--- config.mk ---
export PLATFORM = sky130hd
export DESIGN_NAME = eqn_cmp_seq
export DESIGN_NICKNAME = d
export VERILOG_FILES = /design/src/rtl/eqn_cmp_pkg.sv /design/src/rtl/eqn_cmp_core.sv /design/src/rtl/eqn_cmp_seq.sv
export SDC_FILE = /design/constraint.sdc
export NUM_CORES = 1
export LEC_CHECK = 0
export CORE_MARGIN = 1
export CORE_UTILIZATION = 46
export DETAILED_ROUTE_END_ITERATION = 16
export PLACE_DENSITY = 0.89
export SYNTH_ARGS = -nofsm -noshare
export SYNTH_HDL_FRONTEND = slang
export SYNTH_SLANG_ARGS = --single-unit
--- constraint.sdc ---
create_clock -name clk -period 2.5 [get_ports clk]
set_clock_uncertainty 0.05 [all_clocks]
set_input_delay 0.375 -clock clk [delete_from_list [all_inputs] [get_ports clk]]
set_output_delay 0.375 -clock clk [all_outputs]
set_load 0.005 [all_outputs]
--- src/rtl/eqn_cmp_pkg.sv ---
// Shared types and helpers for the registered equality comparator (eqn_cmp_seq).
// Holds the run-tracking FSM state enum and the width/saturation helpers.
package eqn_cmp_pkg;

  typedef enum logic [1:0] {
    IDLE   = 2'd0,
    COUNT  = 2'd1,
    STABLE = 2'd2
  } state_e;

  // Run counter must hold the value HOLD itself.
  function automatic int run_width(input int hold);
    if (hold < 1) return 1;
    return $clog2(hold + 1);
  endfunction

  function automatic logic [31:0] sat_max(input int cnt_w);
    if (cnt_w >= 32) return '1;
    return (32'd1 << cnt_w) - 32'd1;
  endfunction

endpackage

--- src/rtl/eqn_cmp_core.sv ---
// Combinational WIDTH-bit unsigned comparator producing eq/gt/lt.
// With MATCH_MASK_EN defined both operands are ANDed with mask before comparing.
module eqn_cmp_core #(
  parameter int WIDTH = 8
) (
  input  logic [WIDTH-1:0] a,
  input  logic [WIDTH-1:0] b,
`ifdef MATCH_MASK_EN
  input  logic [WIDTH-1:0] mask,
`endif
  output logic             eq,
  output logic             gt,
  output logic             lt
);

  logic [WIDTH-1:0] a_m;
  logic [WIDTH-1:0] b_m;

`ifdef MATCH_MASK_EN
  assign a_m = a & mask;
  assign b_m = b & mask;
`else
  assign a_m = a;
  assign b_m = b;
`endif

  assign eq = (a_m == b_m);
  assign gt = (a_m >  b_m);
  assign lt = (a_m <  b_m);

endmodule

--- src/rtl/eqn_cmp_seq.sv ---
// Registered comparator with debounced equality (eq_stable after HOLD equal samples) and a saturating match count.
// One-cycle latency, no input-to-output combinational path; optional compare mask under MATCH_MASK_EN.
module eqn_cmp_seq
  import eqn_cmp_pkg::*;
#(
  parameter int WIDTH = 8,
  parameter int HOLD  = 4,
  parameter int CNT_W = 16
) (
  input  logic             clk,
  input  logic             reset,
  input  logic             en,
  input  logic             clr,
  input  logic [WIDTH-1:0] a,
  input  logic [WIDTH-1:0] b,
`ifdef MATCH_MASK_EN
  input  logic [WIDTH-1:0] mask,
`endif
  output logic             aeqb,
  output logic             agtb,
  output logic             altb,
  output logic             eq_stable,
  output logic             eq_rise,
  output logic [CNT_W-1:0] match_cnt
);

  localparam int               RUN_W   = run_width(HOLD);
  localparam logic [RUN_W-1:0] HOLD_R  = RUN_W'(HOLD);
  localparam logic [CNT_W-1:0] CNT_MAX = CNT_W'(sat_max(CNT_W));

  logic cmp_eq;
  logic cmp_gt;
  logic cmp_lt;

  eqn_cmp_core #(
    .WIDTH (WIDTH)
  ) u_core (
    .a    (a),
    .b    (b),
`ifdef MATCH_MASK_EN
    .mask (mask),
`endif
    .eq   (cmp_eq),
    .gt   (cmp_gt),
    .lt   (cmp_lt)
  );

  state_e           state_q, state_d;
  logic [RUN_W-1:0] run_q,   run_d;
  logic [CNT_W-1:0] cnt_q,   cnt_d;
  logic             rise_q,  rise_d;
  logic             aeqb_q,  aeqb_d;
  logic             agtb_q,  agtb_d;
  logic             altb_q,  altb_d;

  always_comb begin
    state_d = state_q;
    run_d   = run_q;
    cnt_d   = cnt_q;
    aeqb_d  = aeqb_q;
    agtb_d  = agtb_q;
    altb_d  = altb_q;

    // Flags follow every enabled sample, even one that coincides with clr.
    if (en) begin
      aeqb_d = cmp_eq;
      agtb_d = cmp_gt;
      altb_d = cmp_lt;
    end

    if (clr) begin
      state_d = IDLE;
      run_d   = '0;
      cnt_d   = '0;
    end else if (en) begin
      if (cmp_eq) begin
        if (cnt_q != CNT_MAX) cnt_d = cnt_q + CNT_W'(1);
        case (state_q)
          IDLE: begin
            run_d   = RUN_W'(1);
            state_d = (HOLD == 1) ? STABLE : COUNT;
          end
          COUNT: begin
            run_d = run_q + RUN_W'(1);
            if (run_d == HOLD_R) state_d = STABLE;
          end
          STABLE: begin
            state_d = STABLE;
          end
          default: begin
            state_d = IDLE;
            run_d   = '0;
          end
        endcase
      end else begin
        state_d = IDLE;
        run_d   = '0;
      end
    end

    rise_d = (state_d == STABLE) && (state_q != STABLE);
  end

  always_ff @(posedge clk) begin
    if (reset) begin
      state_q <= IDLE;
      run_q   <= '0;
      cnt_q   <= '0;
      rise_q  <= 1'b0;
      aeqb_q  <= 1'b0;
      agtb_q  <= 1'b0;
      altb_q  <= 1'b0;
    end else begin
      state_q <= state_d;
      run_q   <= run_d;
      cnt_q   <= cnt_d;
      rise_q  <= rise_d;
      aeqb_q  <= aeqb_d;
      agtb_q  <= agtb_d;
      altb_q  <= altb_d;
    end
  end

  assign aeqb      = aeqb_q;
  assign agtb      = agtb_q;
  assign altb      = altb_q;
  assign eq_stable = (state_q == STABLE);
  assign eq_rise   = rise_q;
  assign match_cnt = cnt_q;

endmodule

== Yosys cells after proc, flatten, opt, wreduce, memory -nomap -nowiden ==
Index checks and enable logic that the tools add are counted.
Widths: inputs -> output; s select.
Storage, ports and cells
  bits in registers: 25
  logic and storage cells: 31
Operators by class
  eq/ne operators: 8
  $lt $le $gt $ge: 2
  add/subtract/negate cells: 2
  mux-type cells: 7
  reductions and logical operators: 5
Operator list (number)
  $add 16x1->16 const B: 1
  $ne 16x16->1 const B: 1
  $pmux 3 s3: 1
  $eq 8x8->1: 1
  $gt 8x8->1: 1
  $lt 8x8->1: 1
  $mux 2: 4
  $pmux 2 s3: 1
  $eq 2x2->1 const B: 2
  $ne 2x2->1 const B: 2
  $add 3x1->3 const B: 1
  $eq 3x3->1 const B: 1
  $mux 3: 1
  $reduce_and 3->1: 1
  $eq 2x1->1 const B: 1
  $logic_not 2->1: 1
  $reduce_and 2->1: 1
  $reduce_or 2->1: 1
  $logic_and 1x1->1: 1

== Logic depth before layout (Yosys ltp) ==
  depth after elaboration: 9
  depth in mapped cells: 8
  gate-level depth less buffers: 7

== Hierarchy ==
From an unflattened synthesis, not the netlist that was laid out.
Unflattened totals
  cells, all modules: 175
  area, all modules: 1478.9 um^2
By module, submodules not included
  eqn_cmp_seq: area an instance 1253.7 um^2, instances 1, cells an instance 146
  eqn_cmp_core: area an instance 225.2 um^2, instances 1, cells an instance 29

== Worst setup path before layout ==
No wires, ideal clock.
  path kind: input port to flip-flop
  start: in b[7]
  end: reg cnt_q[15] (netlist: match_cnt[15])
  setup slack: 0.491 ns
  cell stages on the path: 7
  arrival: 1.892 ns
  library setup time: 0.067 ns
  path buffers: 0
  path through: inv_1 -> ha_1 -> and4_1 -> nand2_1 -> or4_1 -> or2_1 -> a21oi_2
On the way
  word-level cells in the longest chain between the ends: 2
RTL lines
  from (decl): RTL line eqn_cmp_seq.sv:15  | input logic [WIDTH-1:0] b,
  $eq 8x8->1: RTL line eqn_cmp_core.sv:27  | assign eq = (a_m == b_m);
  $reduce_and 3->1 (no line)
  to (signal assigned): RTL line eqn_cmp_seq.sv:116  | cnt_q <= cnt_d;
  to (decl): RTL line eqn_cmp_seq.sv:50  | logic [CNT_W-1:0] cnt_q, cnt_d;
Every way passes these cells.
A chain may end at the register's enable or synchronous reset.

== Worst setup path in the final report ==
  start: in b[6]
  end: reg cnt_q[15] (netlist: match_cnt[15])
Same word-level chain as after synthesis.

==> results.toml <==
[clocking]
cts_made_buffers = 3
clk_pin_slew_ns = 0.14
htreeDepth = 1
cts-root-buf = "clkbuf_4"
cts_setup_buffers = 0
clk_path_buf_depth = 2
cts.repair.resized = 0
clock-sinks = 25
clk_latency_ns = 0.34
cts_hold_buf = 0
cts_tree = "built"

[yosys]
syn_inst = 168
syn_nets = 199
synth_cell_types = 33
synth_top_area_share_pct = 36.2
ys_ff_latch = 25
syn-cell-area_um2 = 1380
avgSynthCellArea_um2 = 8.23
async_flop_share_pct = 0
yosysTopAreaCell = "dfxtp_1"
yosysWarnings = 0
ys_seq_area_share_pct = 36.2
synthFlopType = "dfxtp_1"
synth_enable_flop_cells = 0
synth_area_leaders = "dfxtp_1 (36%), ha_1 (10%), xnor2_1 (8.2%)"

[sta]
period_minus_slack_ns = 2.16
fmax_mhz = 463
slew_headroom_pct = 76.6
setup_ws_ns = 0.339
hold_viol = 0
finalSetupTns_ns = 0
tightest_slew_ns = 0.347
holdWs_ns = 0.429
setup_viol = 0
period_share_pct = 86.4
final_max_slew_viol_count = 0
rsz0062_at_grt = "no"

[floorplanning]
row_count = 19
die_w_um = 56.8
io_pins = 41
die_h_um = 56.8
start_util_pct = 49.3
fp.dieArea_um2 = 3230
core_area_um2 = 2810

[detailed_routing]
routed_via_density = 5.23
routed_wl_mm = 2.93
dr.pass1.iters = 10
first_iter_violations = 44
route.detailed.drc = 2
post_drt_wl_per_cell_um = 11.9
ant_nets = 0
dr_total_vias = 1287

[global_route]
grt_use_total_pct = 20.0
grt_overflow_total = 0
grt_pass1_wl_mm = 5.06
grt_max_degree = 16
antenna_found_initial = 0
first_global_vias = 1172

[final_layout]
final_common_cell = "clkdlybuf4s50_1"
diodes = 0
fin_util_pct = 67.2
area_growth_pct = 36.4
mostFrequentLayoutCells = "clkdlybuf4s50_1 (40), dfxtp_1 (25), nor2_1 (20), nand2_1 (14), xnor2_1 (13)"
fin_area_um2 = 1890
stdcell_count = 246
fill_cells = 236
nets = 247
drive_above_1_share_pct = 7.91

[critical_path]
crit_type = "in -> reg"
startpoint = "b[6]"
crit_path_end_kind = "flop"
worstPathMaxFanout = 4
worst_ep_arrival_time_ns = 2.40
timing.rr.end = "match_cnt[15]"
worst_ep_required_time_ns = 2.74
r2r_setup_slack_ns = 0.37
r2r-start = "match_cnt[0]"
reg2regPathDepth = 6
crit_path_end = "match_cnt[15]"
start_kind = "input pin"

[placement]
pre_cts_ws_ns = -0.0285
dp.final_hpwl_mm = 2.36
place_inst = 242
io_buffers = 40
post_dp_cell_area_um2 = 1860
gp_congestion = 0.774

[power]
peakVddDrop_mv = 0.356
p_total_mw = 0.674
power_density_nw_per_um2 = 357
p_leak_nw = 0.700

[status]
failed_checks = "design-rule violations"
status = "finished, violations left"

[min_path]
hp-class = "reg -> reg"

[run]
max-cap-violations = 0
power breakdown:
| part | leakage, nW | switching (mW) | total [mW] | internal, mW |
|---|---|---|---|---|
| Clock | 0.0139 | 0.125 | 0.186 | 0.0614 |
| Sequential | 0.202 | 0.00120 | 0.402 | 0.401 |
| Combinational | 0.484 | 0.0337 | 0.0856 | 0.0519 |
cell families (layout without fill, tap and decap cells):
| kind of cell | Yosys count | count (layout) | share of synthesized area [%] |
|---|---|---|---|
| simple gates | 79 | 79 | 30.5 |
| compound gates | 22 | 22 | 9.32 |
| fa+ha+maj | 11 | 11 | 9.95 |
| flops | 25 | 25 | 36.2 |
| buf+inv | 17 | 64 | 5.16 |
| xor+xnor | 14 | 14 | 8.87 |
synthesized netlist by cell type, drive strengths merged, types with 3 or more instances:
| cell | instances |
|---|---|
| xnor2 | 13 |
| nand3 | 8 |
| ha | 11 |
| clkbuf | 4 |
| inv | 12 |
| o21ai | 5 |
| nand2 | 14 |
| dfxtp | 25 |
| nor3 | 8 |
| nor4 | 7 |
| and3 | 3 |
| nor2 | 20 |
| a21oi | 12 |
| and4 | 7 |
layer usage:
layer / GRT usage [%] / vias to the layer above / share of wire [%]
met2: 34.5 / 24 / 49
met3: 5.07 / 2 / 2.9
li1: - / 678 / -
met5: 0 / - / 0
met1: 24.9 / 583 / 47
met4: 4.88 / 0 / 0.58
flip-flops by register name, indices dropped and copies added, names as in the netlist:
signal and count:
agtb 1, state_q 2, altb 1, run_q 3, aeqb 1, match_cnt 16
eq_rise 1
worst max-delay path: stages:
cell	delay, ns
clkdlybuf4s50_1	0.45
inv_1	0.04
ha_1	0.28
and4_1	0.27
nand2_1	0.08
or4_1	0.52
or2_1	0.24
a21oi_2	0.13
final cells by class:
type	instances	area [um^2]	area share [%]
Clock buffer	3	22.5	1.19
Sequential cell	25	500	26.5
Tap cell	31	38.8	2.06
Inverter	12	45.0	2.39
Clock inverter	1	7.51	0.398
Timing Repair Buffer	48	460	24.4
Multi-Input combinational cell	126	811	43.0
worst min-delay path by stage:
stage / startpoint / to / slack (ns) / cells past startpoint
after global placement: aeqb / aeqb / 0.41 / 2
after detailed placement: aeqb / aeqb / 0.41 / 2
final: aeqb / aeqb / 0.43 / 2
after global routing: aeqb / aeqb / 0.46 / 2
after CTS: aeqb / aeqb / 0.43 / 2
after floorplan: reset / aeqb / 0.39 / 1
Note: power is estimated with default switching activity, not from simulation.
